### config.mk
export PLATFORM = sky130hd
export DESIGN_NAME = nvme_ucq_cq
export DESIGN_NICKNAME = d
export VERILOG_FILES = /design/src/rtl/nvme_ucq_cq.sv
export SDC_FILE = /design/constraint.sdc
export NUM_CORES = 1
export LEC_CHECK = 0
export BUFFER_PORTS_ARGS = -buffer_cell sky130_fd_sc_hd__buf_2
export CAP_MARGIN = 10
export CORE_AREA = 5 5 331 252
export CTS_CLUSTER_DIAMETER = 120
export DETAILED_ROUTE_END_ITERATION = 6
export DIE_AREA = 0 0 336 257
export SLEW_MARGIN = 5
export SYNTH_ARGS = -nofsm -noshare
export SYNTH_HDL_FRONTEND = slang
export SYNTH_SLANG_ARGS = --single-unit
### constraint.sdc
create_clock -name clk -period 10.5 [get_ports clk]
set_input_delay 2.625 -clock clk [delete_from_list [all_inputs] [get_ports clk]]
set_output_delay 2.625 -clock clk [all_outputs]
set_load 0.03 [all_outputs]
### src/rtl/nvme_ucq_cq.sv
// Microcode completion queue: NVMe side pushes CQEs, microcontroller reads/pops them over the IO bus.
// Latency: pop/reset IO writes ack same cycle; IO reads ack 2 cycles after the strobe; push visible next cycle.
// Backpressure: cq_wrready drops when full, during init or on queue reset; a pop right after a pop stalls its ack 1 cycle.
module nvme_ucq_cq #(
    parameter int num_entries  = 4,
    parameter int cq_width     = 128,
    parameter int sq_ptr_width = 2,
    parameter int ioaddr_base  = 0
) (
    input  logic                                clk,
    input  logic                                reset_n,
    input  logic [31:0]                         ctl_cq_ioaddress,
    input  logic                                ctl_cq_ioread_strobe,
    input  logic [35:0]                         ctl_cq_iowrite_data,
    input  logic                                ctl_cq_iowrite_strobe,
    output logic [35:0]                         cq_ctl_ioread_data,
    output logic                                cq_ctl_ioack,
    input  logic                                cq_wrval,
    input  logic [cq_width+cq_width/8-1:0]      cq_wrdata,
    output logic                                cq_wrready,
    output logic [$clog2(num_entries)-1:0]      cq_head,
    output logic [$clog2(num_entries)-1:0]      cq_tail,
    output logic                                cq_doorbell,
    output logic                                sq_head_update,
    output logic [sq_ptr_width-1:0]             sq_head_new,
    input  logic                                q_reset,
    output logic                                cq_reset
);
    localparam int pw = $clog2(num_entries);
    localparam int ew = cq_width + cq_width / 8;
    localparam logic [4:0] sel_code = {4'(ioaddr_base), 1'b1};

    logic [ew-1:0] mem [num_entries];
    logic [ew-1:0] head_copy;
    logic [pw-1:0] head, tail;
    logic          phase;
    logic [pw:0]   init_cnt;
    logic          init_done, full, empty;
    logic          io_sel, wr_sel, pop_req, rst_req, pop_stall, do_pop, q_clr, push;
    logic [4:0]    off;
    logic          pop_q, rd_vld1, rd_ack_q;
    logic [4:0]    rd_off1;
    logic [35:0]   rd_mux;
    logic          unused_ok;

    assign init_done = init_cnt[pw];
    assign full      = (head == tail + 1'b1);
    assign empty     = (head == tail);

    assign io_sel    = (ctl_cq_ioaddress[11:7] == sel_code);
    assign off       = ctl_cq_ioaddress[6:2];
    assign wr_sel    = ctl_cq_iowrite_strobe & io_sel;
    assign pop_req   = wr_sel & (off == 5'h10);
    assign rst_req   = wr_sel & (off == 5'h1C);
    // the head copy is stale for one cycle after a pop, so a back-to-back pop waits
    assign pop_stall = pop_req & pop_q;
    assign do_pop    = pop_req & ~pop_q & ~empty & ~q_reset;
    assign q_clr     = rst_req | q_reset;

    assign cq_wrready     = reset_n & init_done & ~full & ~rst_req & ~q_reset;
    assign push           = cq_wrval & cq_wrready;
    assign cq_reset       = rst_req;
    assign cq_doorbell    = do_pop;
    assign sq_head_update = do_pop;
    assign sq_head_new    = do_pop ? head_copy[64 +: sq_ptr_width] : '0;
    assign cq_ctl_ioack   = (wr_sel & ~pop_stall) | rd_ack_q;
    assign cq_head        = head;
    assign cq_tail        = tail;

    assign unused_ok = ^{ctl_cq_iowrite_data, ctl_cq_ioaddress[31:12], ctl_cq_ioaddress[1:0]};

    always_comb begin
        rd_mux = {4'hF, 32'h0};
        if (rd_off1[4:2] == 3'b000) begin
            rd_mux = {head_copy[cq_width + {rd_off1[1:0], 2'b00} +: 4],
                      head_copy[{rd_off1[1:0], 5'b00000} +: 32]};
        end else if (rd_off1 == 5'h14) begin
            rd_mux = {3'b111, ~^{phase, full, empty}, 29'h0, phase, full, empty};
        end
    end

    always_ff @(posedge clk) begin
        if (!reset_n) begin
            head               <= '0;
            tail               <= '0;
            phase              <= 1'b1;
            init_cnt           <= '0;
            pop_q              <= 1'b0;
            rd_vld1            <= 1'b0;
            rd_off1            <= '0;
            rd_ack_q           <= 1'b0;
            cq_ctl_ioread_data <= {4'hF, 32'h0};
        end else begin
            if (!init_done) begin
                init_cnt <= init_cnt + 1'b1;
            end
            pop_q <= do_pop;
            if (q_clr) begin
                head  <= '0;
                tail  <= '0;
                phase <= 1'b1;
            end else begin
                if (push) begin
                    tail <= tail + 1'b1;
                    if (tail == pw'(num_entries - 1)) begin
                        phase <= ~phase;
                    end
                end
                if (do_pop) begin
                    head <= head + 1'b1;
                end
            end
            rd_vld1  <= ctl_cq_ioread_strobe & io_sel;
            rd_off1  <= off;
            rd_ack_q <= rd_vld1;
            if (rd_vld1) begin
                cq_ctl_ioread_data <= rd_mux;
            end
        end
    end

    // storage and head-entry copy; a push into an empty queue bypasses straight into the copy
    always_ff @(posedge clk) begin
        if (!init_done) begin
            mem[init_cnt[pw-1:0]] <= {{(cq_width/8){1'b1}}, {cq_width{1'b0}}};
        end else if (push) begin
            mem[tail] <= cq_wrdata;
        end
        head_copy <= (push && (tail == head)) ? cq_wrdata : mem[head];
    end
endmodule

* Word level (Yosys, flattened, before mapping)
Memories as Yosys holds them, arrays and structs flattened. A register that Yosys moved wholly into a read port is not among the register bits. Index checks and enable logic that the tools add are counted.
Storage, ports and cells: register bits after elaboration 197, bits in writable memories 576, input port bits 218, word-level logic and storage cells 69, memories 1
Memories:
- mem | depth 4, bits a word 144, read ports 1, clocked after Yosys merged registers in 1, write ports 1, RTL line 33 | logic [ew-1:0] mem [num_entries];
Cells by class: $add $sub $neg 4, equal/unequal tests 8, shifts and indexed selects 2, muxes and demuxes 12, bitwise gates (word level) 25, reductions and logical operators 5
Operator list (number):
- 2-to-1 mux 144 bit | 2
- OR reduction 144 bit | 1
- indexed part select 144 x 10 -> 4 bit | 1
- indexed part select 144 x 8 -> 32 bit | 1
- 2-to-1 mux 36 bit | 1
- 2-to-1 mux 33 bit | 1
- AND 1 bit | 15
- equality test 5 bit (second input constant) | 3
- adder 8 x 4 -> 9 bit (first input constant) | 1
- inverter 1 bit | 8
- equality test 2 bit | 3
- equality test 5 x 1 -> 1 bit (second input constant) | 1
- 2-to-1 mux 1 bit | 5
- adder 2 x 1 -> 2 bit (second input constant) | 2
- 2-to-1 mux 2 bit | 2
- adder 3 x 1 -> 3 bit (second input constant) | 1
- logical NOT 3 bit | 1
- 2-to-1 mux 3 bit | 1
- XNOR reduction 3 bit | 1
- equality test 2 bit (second input constant) | 1
- bitwise OR 1 bit | 2
- AND reduction 2 bit | 1
- OR reduction 2 bit | 1

* Logic depth before layout (Yosys ltp)
Gate-level depths: netlist (run 1).
word-level depth 12, mapped depth 7

* Least setup slack after synthesis (run 1)
No wires, ideal clock.
path kind register to register, from register init_cnt[2], to memory mem[0][0] in the netlist's numbering (enable), setup time 0.686 ns, arrival time 7.623 ns, required time 9.814 ns, setup slack 2.191 ns, cell stages (with the launch flop) 4, path buffers 1, clock period less this slack 8.309 ns, cell sequence dfxtp_1 clkbuf_1 or2_2 o2bb2ai_1
On the way: longest elaborated chain between the ends 10, elaborated cells between the ends (all ways) 12
RTL lines:
- start: declaration | RTL line 37 | logic [pw:0] init_cnt;
- start signal: assignment | RTL line 95 | init_cnt <= init_cnt + 1'b1;
- AND 1 bit (4 in series) | RTL line 60 | assign cq_wrready = reset_n & init_done & ~full & ~rst_req & ~q_reset;
- AND 1 bit | RTL line 61 | assign push = cq_wrval & cq_wrready;
- 2-to-1 mux 1 bit | RTL line 126 | end else if (push) begin
- 2-to-1 mux 1 bit | RTL line 124 | if (!init_done) begin
- 2-to-1 mux 1 bit (implied by the code) | RTL line 127 | mem[tail] <= cq_wrdata;
- OR reduction 144 bit (no source line)
- 2-to-1 mux 2 bit (no source line) / 2-to-1 mux 1 bit (equally long branches)
- end: declaration | RTL line 33
Several ways; a longest one is shown, not always the timed one.

* Worst setup path in the final report (run 1)
from input reset_n, to output cq_wrready
On the way: longest elaborated chain between the ends 4
RTL lines:
- start: declaration | RTL line 11 | input logic reset_n,
- AND 1 bit (4 in series) | RTL line 60
- end: declaration | RTL line 20 | output logic cq_wrready,
No other way between the ends.

==> reports/metrics.cfg, run 1 <==
[status]
status = completed

[clock_network]
h-tree-depth = 3
worstSkewPairLatency_ns = 0.63
cts-root-buf = clkbuf_16
cts_buffers = 89
cts_tree = done
path_clk_slew_ns = 0.06
clock-sinks = 917
ctsResizeCount = 0
cts_setup_buffers = 0
ctsHoldBuffers = 0
clock_path_buffers = 3

[worst_setup_path]
crit_fanout = 10
startpoint_type = primary input
worstPathArrival_ns = 4.41
ff2ff_path_depth = 6
cp_data_required_time_ns = 7.88
critPathCaptureType = output port
crit_type = in2out

[global_routing]
grtUsageTotal_pct = 15.29
antenna_found_initial = 16
grt_pass1_vias = 15810
grt_overflow = 0
grt_pass1_wl_mm = 99.24
grt_start_max_net_pins = 136

[detailed_routing]
drc = 0
routed_wirelength_mm = 65.66
postRouteAntennaNets = 0
initialDrtViolationCount = 878
dr_total_vias = 14690
viasPerCell = 5.021
wl_per_cell_microns = 22.45
first_pass_iters = 4

[synth]
yosysMostFrequentCell = edfxtp_1
ys_warn_count = 0
synthCells = 1558
ys.flop_type = edfxtp_1
synth_top_area_share_pct = 54.81
synth_seq_area_share_pct = 76.44
async_reset_ff_share_pct = 0
ys_types = 51
synth_enable_flop_cells = 576
syn_area_sq_um = 31560
synth_area_leaders = edfxtp_1 55%, dfxtp_1 22%, mux4_2 15%, and2_1 2.7%, mux2i_1 1.3%
ys_seq_elements = 917
postSynthNetCount = 1778
syn_avg_cell_area_sq_um = 20.26
synthTopCellsByCount = 576 x edfxtp_1, 341 x dfxtp_1, 214 x mux4_2
yosysTopAreaCell = edfxtp_1

[timing]
relSlewSlack_pct = 25.25
timing.fmax_mhz = 142.1
finalCriticalPeriod_ns = 7.040
fin_setup_tns_ns = 0
fin_crit_sh_pct = 67.04
setup_viol = 0
finalHoldViolCount = 0
tightest_slew_ns = 1.117
rsz0062_at_grt = false
slew_viol_final = 0
finClkSkew_ns = 0.01920

[floorplanning]
die_w_microns = 336
boundaryPins = 265
num_rows = 90
dieHeight_microns = 257
core_area_sq_um = 79730
start_util_pct = 39.58
die_area_sq_um = 86350

[power]
p_total_mw = 7.999
p_seq_share_pct = 54.1
power.density_nw_per_um2 = 217.7
p_leak_nw = 12.53
pwr-share-comb_pct = 6.3
clkPwrFrac_pct = 39.6
switching_power_mw = 1.667
intPower_mw = 6.332
swShare_pct = 20.85
ir_worst_vdd_mv = 0.1598

[cells_and_area]
area_delta_synth_final_pct = 16.43
finalNetCount = 2009
utilization_pct = 46.09
layoutNonFillerInstCount = 2925
layout-drive-gt1-share_pct = 31.51

[min_path]
hold_path_class = reg2reg
worstHoldPathCells = 2

[place]
dpl.hpwl_mm = 36.40
place_inst = 2756
routabilityCongestion = 0.7150
numPortBuffers = 206

[run]
maxCapViolCount = 0

## cell usage in the layout (no fill, tap or decap), types with 7 or more instances in the layout
cell and count:
o21ai_0 31, clkinv_1 7, clkbuf_1 29, and2_1 136
dfxtp_1 336, buf_2 206, bufinv_16 7, mux4_2 214
nand2_1 35, clkbuf_8 11, buf_4 12, nand2b_1 17
edfxtp_1 576, nor2_1 16, clkbuf_16 93, mux2i_1 42
clkinv_2 13
## kinds of logic (layout without fill, tap and decap cells)
logic type | after synthesis | in the layout | synth area share (%)
and+or+nand+nor | 230 | 230 | 4.210
DFF | 917 | 917 | 76.44
other | 0 | 4 | 0
muxes | 259 | 259 | 16.71
adders and majority gates | 2 | 2 | 0.07928
AOI/OAI and AO/OA | 55 | 55 | 1.138
xor gates and xnor gates | 7 | 7 | 0.2181
buffers and inverters | 88 | 393 | 1.205
## metal layers
| metal | wire [microns] | up-vias | global-route usage, % |
|---|---|---|---|
| li1 | - | 6565 | - |
| met1 | 29180 | 7718 | 20.85 |
| met2 | 31830 | 294 | 24.89 |
| met3 | 3236 | 101 | 3.641 |
| met4 | 1367 | 8 | 4.037 |
| met5 | 52 | - | 0 |
## final cells by class
| cell class | instances | area (sq um) |
|---|---|---|
| timing repair buffer | 222 | 1201 |
| antenna | 4 | 10.01 |
| inverter | 6 | 22.52 |
| fill | 6747 | 42980 |
| tap | 1058 | 1324 |
| clock buffer | 133 | 2587 |
| multi-input combinational | 553 | 7113 |
| sequential | 917 | 24140 |
| clock inverter | 32 | 344.1 |
## per-stage QoR
step	area (sq um)	setup WS [ns]	hold slack (ns)
6_report	36740	3.460	0.4505
5_1_grt	36740	3.347	0.4935
4_1_cts	36730	3.397	0.4562
3_5_place_dp	33800	3.379	0.4421
3_3_place_gp	33800	3.356	0.4305
2_1_floorplan	31560	2.191	0.4759
## final timing paths
| path | start | end | slack, ns |
|---|---|---|---|
| hold / removal | cq_ctl_ioread_data[24] | cq_ctl_ioread_data[24] | 0.45 |
| hold reg to reg | cq_ctl_ioread_data[24] | cq_ctl_ioread_data[24] | 0.45 |
| setup / recovery | reset_n | cq_wrready | 3.46 |
| setup reg to reg | cq_head[1] | mem[2][46] | 5.71 |
## worst max-delay path, stage by stage
cell,delay [ns]
buf_2,0.18
clkinv_1,0.36
a211o_1,0.45
nor3b_1,0.48
buf_2,0.31
## power by group through the flow
stage / clock network, mW / registers (mW) / logic [mW]
finish: 3.17 / 4.32 / 0.505
global route: 3.41 / 4.35 / 0.549
CTS: 3.25 / 4.33 / 0.523
detailed placement: 0 / 4.40 / 0.521
global placement: 0 / 4.38 / 0.520
floorplan: 0 / 4.41 / 0.331
No activity file was read; power rests on OpenSTA's default activity.
==> run 2: changes to the inputs <==
--- a/config.mk
+++ b/config.mk
@@ -5,12 +5,13 @@
 export SDC_FILE = /design/constraint.sdc
 export NUM_CORES = 1
 export LEC_CHECK = 0
+export ABC_AREA = 1
 export BUFFER_PORTS_ARGS = -buffer_cell sky130_fd_sc_hd__buf_2
 export CAP_MARGIN = 10
-export CORE_AREA = 5 5 331 252
+export CORE_AREA = 5 5 337 257
 export CTS_CLUSTER_DIAMETER = 120
 export DETAILED_ROUTE_END_ITERATION = 6
-export DIE_AREA = 0 0 336 257
+export DIE_AREA = 0 0 342 262
 export SLEW_MARGIN = 5
 export SYNTH_ARGS = -nofsm -noshare
 export SYNTH_HDL_FRONTEND = slang
==> constraint.sdc (replaced) <==
create_clock -name clk -period 5.7 [get_ports clk]
set_input_delay 1.425 -clock clk [delete_from_list [all_inputs] [get_ports clk]]
set_output_delay 1.425 -clock clk [all_outputs]
set_load 0.03 [all_outputs]
==> run 2 against run 1 <==
Against the previous run: register-to-register slack worse by 3.5 ns; clock power is 87% higher; synthesized cell count is 78% higher; utilization is 0.47 points lower; sequential power is 89% higher; via count is 42% higher; non-clock buffer count is 23 higher; sequential share of layout area is 1.9 points lower; final cell count is 41% higher.
==> reports/metrics.cfg, run 2 <==
[synth]
synth_seq_area_share_pct = 73.41  ; -3.0 points
synth_area_leaders = edfxtp_1 53%, dfxtp_1 21%, o21ai_0 6.8%, nor2_1 6.3%, o22ai_1 2.7%
synthTopCellsByCount = 576 x edfxtp_1, 555 x nor2_1, 448 x o21ai_0
syn_avg_cell_area_sq_um = 11.86  ; -41%
async_reset_ff_share_pct = 0  ; unchanged
synth_enable_flop_cells = 576  ; unchanged
ys_seq_elements = 917  ; unchanged
synth_top_area_share_pct = 52.63  ; -2.2 points
synthCells = 2770  ; +78%
ys_types = 35  ; -31%
syn_area_sq_um = 32860  ; +4.1%
postSynthNetCount = 2990  ; +68%
yosysTopAreaCell = edfxtp_1
ys_warn_count = 0  ; unchanged
yosysMostFrequentCell = edfxtp_1
ys.flop_type = edfxtp_1

[cells_and_area]
layout-drive-gt1-share_pct = 15.69  ; -16 points
multi_input_area_sq_um = 7296  ; +2.6%
finalNetCount = 3146  ; +57%
final_common_cell = edfxtp_1
fin_area_sq_um = 37860  ; +3.0%
utilization_pct = 45.62  ; -0.47 points
layoutNonFillerInstCount = 4132  ; +41%
seqCellArea_sq_um = 24140  ; about the same
area_delta_synth_final_pct = 15.20
layout_common_cells = 576 x edfxtp_1, 552 x nor2_1, 448 x o21ai_0
n_fill_cell = 7533  ; +12%

[floorplanning]
num_rows = 92  ; +2.2%
die_area_sq_um = 89600  ; +3.8%
boundaryPins = 265  ; unchanged
die_w_microns = 342  ; +1.8%
core_area_sq_um = 82990  ; +4.1%
dieHeight_microns = 262  ; +1.9%
start_util_pct = 39.60  ; about the same

[worst_setup_path]
critPathCaptureType = output port
startpoint_type = flop
ff2ff_path_depth = 6  ; unchanged
crit-reg2reg-launch = cq_head[0]
crit_fanout = 35  ; +25
cp_data_required_time_ns = 4.28  ; -3.60 ns
crit_type = reg2out
path_cells = inv_4 -> o21ai_0 -> nor2_1 -> buf_2
slowest_delay_ns = 0.85  ; +0.37 ns
cpMaxStageDelayCell = o21ai_0
reg2reg_slack_ns = 2.25  ; -3.46 ns
worstPathArrival_ns = 2.82  ; -1.59 ns
r2r-end = mem[2][56]

[clock_network]
path_clk_slew_ns = 0.06  ; about the same
clock-sinks = 917  ; unchanged
h-tree-depth = 3  ; unchanged
worstSkewPairLatency_ns = 0.65  ; +0.02 ns
ctsHoldBuffers = 0  ; unchanged
clock_path_buffers = 3  ; unchanged
ctsResizeCount = 0  ; unchanged
cts-root-buf = clkbuf_16
cts_tree = done
cts_buffers = 87  ; -2.2%
cts_setup_buffers = 0  ; unchanged

[global_routing]
grt_overflow = 0  ; unchanged
grt_pass1_vias = 19480  ; +23%
grt_start_max_net_pins = 151  ; +11%
grt_pass1_wl_mm = 128.0  ; +29%
grtUsageTotal_pct = 19.06  ; +3.8 points
antenna_found_initial = 16  ; unchanged

[detailed_routing]
viasPerCell = 5.060  ; +0.77%
first_pass_iters = 5  ; +1
drc = 0  ; unchanged
dr_total_vias = 20910  ; +42%
initialDrtViolationCount = 1658  ; +89%
postRouteAntennaNets = 0  ; unchanged
routed_wirelength_mm = 86.74  ; +32%
wl_per_cell_microns = 20.99  ; -6.5%

[timing]
fin_crit_sh_pct = 74.52
timing.fmax_mhz = 235.4
fin_setup_tns_ns = 0  ; unchanged
finalCriticalPeriod_ns = 4.248
rsz0062_at_grt = false
setup_viol = 0  ; unchanged
slew_viol_final = 0  ; unchanged
tightest_slew_ns = 1.159  ; +0.04214 ns
finalHoldViolCount = 0  ; unchanged
holdWs_ns = 0.4626  ; +0.01215 ns
fin_ws_ns = 1.452  ; -2.008 ns
finClkSkew_ns = 0.02828  ; +0.009082 ns
relSlewSlack_pct = 21.89  ; -3.4 points

[min_path]
hold_path_end = cq_ctl_ioread_data[27]
hp-start = cq_ctl_ioread_data[27]
worstHoldPathCells = 2  ; unchanged
hold_path_class = reg2reg

[power]
p_leak_nw = 13.98  ; +12%
ir_worst_vdd_mv = 0.2245  ; +40%
p_total_mw = 15.34  ; +92%
power.density_nw_per_um2 = 405.3  ; +86%

[place]
numPortBuffers = 206  ; unchanged
place_inst = 3965  ; +44%
post_dp_cell_area_sq_um = 34910  ; +3.3%
dpl.hpwl_mm = 51.28  ; +41%
routabilityCongestion = 0.8157  ; +14%
detailedPlace.worstSlack_ns = 1.321  ; -2.058 ns

[run]
maxCapViolCount = 0  ; unchanged

[status]
status = completed

==> run 2: changes by cell type after synthesis, moves of 17 or more <==
| cell | change |
|---|---|
| a21oi_1 | +36 |
| o21ai_0 | +417 |
| nand2_1 | +72 |
| mux2i_1 | -41 |
| nand2b_1 | -17 |
| mux4_2 | -214 |
| o22ai_1 | +142 |
| clkbuf_1 | +77 |
| o211ai_1 | +62 |
| nor2_1 | +538 |
| nand3_1 | +35 |
| inv_1 | +150 |
| and2_1 | -136 |
| nor2_2 | +71 |
==> run 2: worst max-delay path by stage <==
| stage | endpoint | startpoint | cells after the start | slack (ns) |
|---|---|---|---|---|
| after floorplan | mem[1][0] | ctl_cq_ioaddress[10] | 9 | -0.78 |
| after global placement | mem[0][56] | ctl_cq_ioaddress[10] | 9 | 1.34 |
| after detailed placement | mem[0][56] | ctl_cq_ioaddress[10] | 9 | 1.32 |
| after CTS | sq_head_new[0] | flop | 4 | 1.50 |
| after global routing | sq_head_new[0] | flop | 4 | 1.38 |
| final | sq_head_new[0] | flop | 4 | 1.45 |
==> run 2: logic make-up after synthesis <==
kind of cell	Yosys count	share of synthesized area, %
fa+ha+maj	2	0.07613
buf+inv	341	4.447
xor+xnor	2	0.07617
compound gates	708	11.85
flops	917	73.41
simple gates	799	10.12
mux	1	0.03046
==> run 2: worst max-delay path: cells and delay by family, from the launching register on <==
kind,cells,cell delay (ns)
flops,1,0.68
buf+inv,2,0.53
simple gates,1,0.10
compound gates,1,0.85
==> run 2: layout make-up <==
cell class	count	area share, %
inverters	163	1.669
well taps	1128	3.728
clock buffers	121	6.382
clock inverters	43	1.375
diodes	3	0.01983
flip-flops and latches	917	63.76
multi-input cells	1512	19.27
repair buffers	245	3.794
==> run 2: report_power, final <==
group | internal, mW | switching, mW
sequential | 7.99 | 0.189
combinational | 0.325 | 0.916
clock | 3.44 | 2.48
total | 11.8 | 3.59
==> run 2: metal layers <==
metal | up-vias | part of all wire, % | global-route usage (%)
met5 | - | 0.065 | 0
met4 | 8 | 2.2 | 4.682
met3 | 128 | 8.4 | 5.009
met2 | 640 | 44 | 29.06
met1 | 10150 | 45 | 27.42
li1 | 9976 | - | -
==> run 3: changes to the inputs <==
==> constraint.sdc (replaced) <==
create_clock -name clk -period 4.2 [get_ports clk]
set_input_delay 1.05 -clock clk [delete_from_list [all_inputs] [get_ports clk]]
set_output_delay 1.05 -clock clk [all_outputs]
set_load 0.03 [all_outputs]
==> run 3 against run 2 <==
Against the previous run: non-clock buffer count rose by 13; final area rose by 0.43%; clock-buffer cell count is 6 lower; worst hold slack better by 0.0025 ns; critical endpoint unchanged; highest routed layer unchanged.
==> reports/metrics.cfg, run 3 (same netlist as run 2, synthesis figures left out) <==
[cells_and_area]
area_delta_synth_final_pct = 15.70
layout-drive-gt1-share_pct = 16.18  ; +0.49 points
layout_common_cells = 576 x edfxtp_1, 551 x nor2_1, 448 x o21ai_0
finalNetCount = 3159  ; +0.41%
layoutNonFillerInstCount = 4147  ; +0.36%
final_common_cell = edfxtp_1

[status]
status = completed

[clock_network]
path_clk_slew_ns = 0.06  ; about the same
cts_setup_buffers = 0  ; unchanged
cts_buffers = 87  ; unchanged
ctsResizeCount = 0  ; unchanged
cts_tree = done
ctsHoldBuffers = 0  ; unchanged
cts-root-buf = clkbuf_16
clock_path_buffers = 3  ; unchanged
clock-sinks = 917  ; unchanged
h-tree-depth = 3  ; unchanged
worstSkewPairLatency_ns = 0.64  ; about the same

[timing]
fin_setup_tns_ns = 0  ; unchanged
tightest_slew_ns = 1.107  ; -0.05277 ns
fin_crit_sh_pct = 89.25
slew_viol_final = 0  ; unchanged
timing.fmax_mhz = 266.8
relSlewSlack_pct = 26.22  ; +4.3 points
setup_viol = 0  ; unchanged
rsz0062_at_grt = false
finClkSkew_ns = 0.01909  ; -0.009190 ns
finalCriticalPeriod_ns = 3.749
finalHoldViolCount = 0  ; unchanged

[global_routing]
grtUsageTotal_pct = 19.16  ; +0.10 points
grt.busiest_layer = met2
grt_pass1_wl_mm = 129.1  ; +0.87%
grt_start_max_net_pins = 227  ; +50%
grt_overflow = 0  ; unchanged
use_met2_pct = 29.05  ; about the same
met1_usage_pct = 27.43  ; about the same
antenna_found_initial = 20  ; +4
grt_pass1_vias = 19810  ; +1.7%
met3_usage_pct = 5.254  ; +0.25 points

[worst_setup_path]
crit_type = reg2out
cpMaxStageDelayCell = buf_4
crit_fanout = 73  ; +110%
critPathCaptureType = output port
slowest_delay_ns = 0.71  ; -0.14 ns
worstPathArrival_ns = 2.70  ; -0.12 ns
cp_data_required_time_ns = 3.15  ; -1.13 ns
path_cells = inv_4 -> buf_4 -> nand2_1 -> nand3_2 -> nand3_2 -> nor2_1 -> buf_2
startpoint_type = flop
crit_top_cell = nand3_2

[run]
maxCapViolCount = 0  ; unchanged

[floorplanning]
core_area_sq_um = 82990  ; unchanged
boundaryPins = 265  ; unchanged
die_area_sq_um = 89600  ; unchanged
dieHeight_microns = 262  ; unchanged
die_w_microns = 342  ; unchanged
num_rows = 92  ; unchanged
start_util_pct = 39.60  ; unchanged

[power]
p_leak_nw = 14.03  ; +0.43%
p_total_mw = 20.63  ; +34%
ir_worst_vdd_mv = 0.3411  ; +52%
power.density_nw_per_um2 = 542.5  ; +34%

[place]
dpl.hpwl_mm = 51.83  ; +1.1%
routabilityCongestion = 0.7769  ; -4.8%
place_inst = 3978  ; +0.33%
numPortBuffers = 206  ; unchanged

[detailed_routing]
routed_wirelength_mm = 87.35  ; +0.71%
wl_per_cell_microns = 21.06  ; +0.34%
first_pass_iters = 5  ; unchanged
dr_total_vias = 20910  ; +0.038%
drc = 0  ; unchanged
initialDrtViolationCount = 1712  ; +3.3%
viasPerCell = 5.043  ; -0.32%
postRouteAntennaNets = 0  ; unchanged

[min_path]
hold_path_class = reg2reg

[run 3: layout make-up]
class / count / area, sq um
antenna: 10 / 25.02
clock inverter: 44 / 427.9
multi-input combinational: 1512 / 7341
inverter: 163 / 631.9
fill: 7526 / 44970
timing repair buffer: 258 / 1672
clock buffer: 115 / 2374
sequential: 917 / 24140
tap: 1128 / 1411
[run 3: worst max-delay path, delay by kind of cell, from the launching register on]
family	cells	cell delay [ns]
buf+inv	3	0.99
flops	1	0.41
simple gates	4	0.63
[run 3: per-layer routing]
layer | share of wire [%] | vias up
met5 | 0.015 | -
met1 | 45 | 10100
li1 | - | 10020
met2 | 44 | 663
met4 | 2.2 | 2
met3 | 8.6 | 132
[run 3: metrics by stage]
stage | hold WS, ns | util [%] | area [sq um] | setup slack (ns)
floorplan | 0.4289 | - | 32930 | -0.2083
global placement | 0.4388 | 42.41 | 35200 | 0.4212
detailed placement | 0.4532 | 42.41 | 35200 | 0.4585
CTS | 0.4674 | 45.78 | 38000 | 0.3556
global route | 0.4817 | 45.79 | 38000 | 0.1957
finish | 0.4651 | 45.81 | 38020 | 0.4514
[run 3: power breakdown]
part	switching, mW	internal [mW]	leakage [nW]	total, mW
logic	1.26	0.508	4.51	1.77
registers	0.249	10.8	8.15	11.1
clock network	3.30	4.47	1.38	7.77
total	4.81	15.8	14.0	20.6
[run 3: worst paths after layout]
| path | start | end | slack (ns) | cells past startpoint |
|---|---|---|---|---|
| setup / recovery | cq_head[1] | sq_head_new[0] | 0.45 | 7 |
| hold / removal | cq_ctl_ioread_data[24] | cq_ctl_ioread_data[24] | 0.47 | 2 |
| setup reg to reg | cq_tail[0] | mem[0][142] | 0.72 | 9 |
| hold reg to reg | cq_ctl_ioread_data[24] | cq_ctl_ioread_data[24] | 0.47 | 2 |
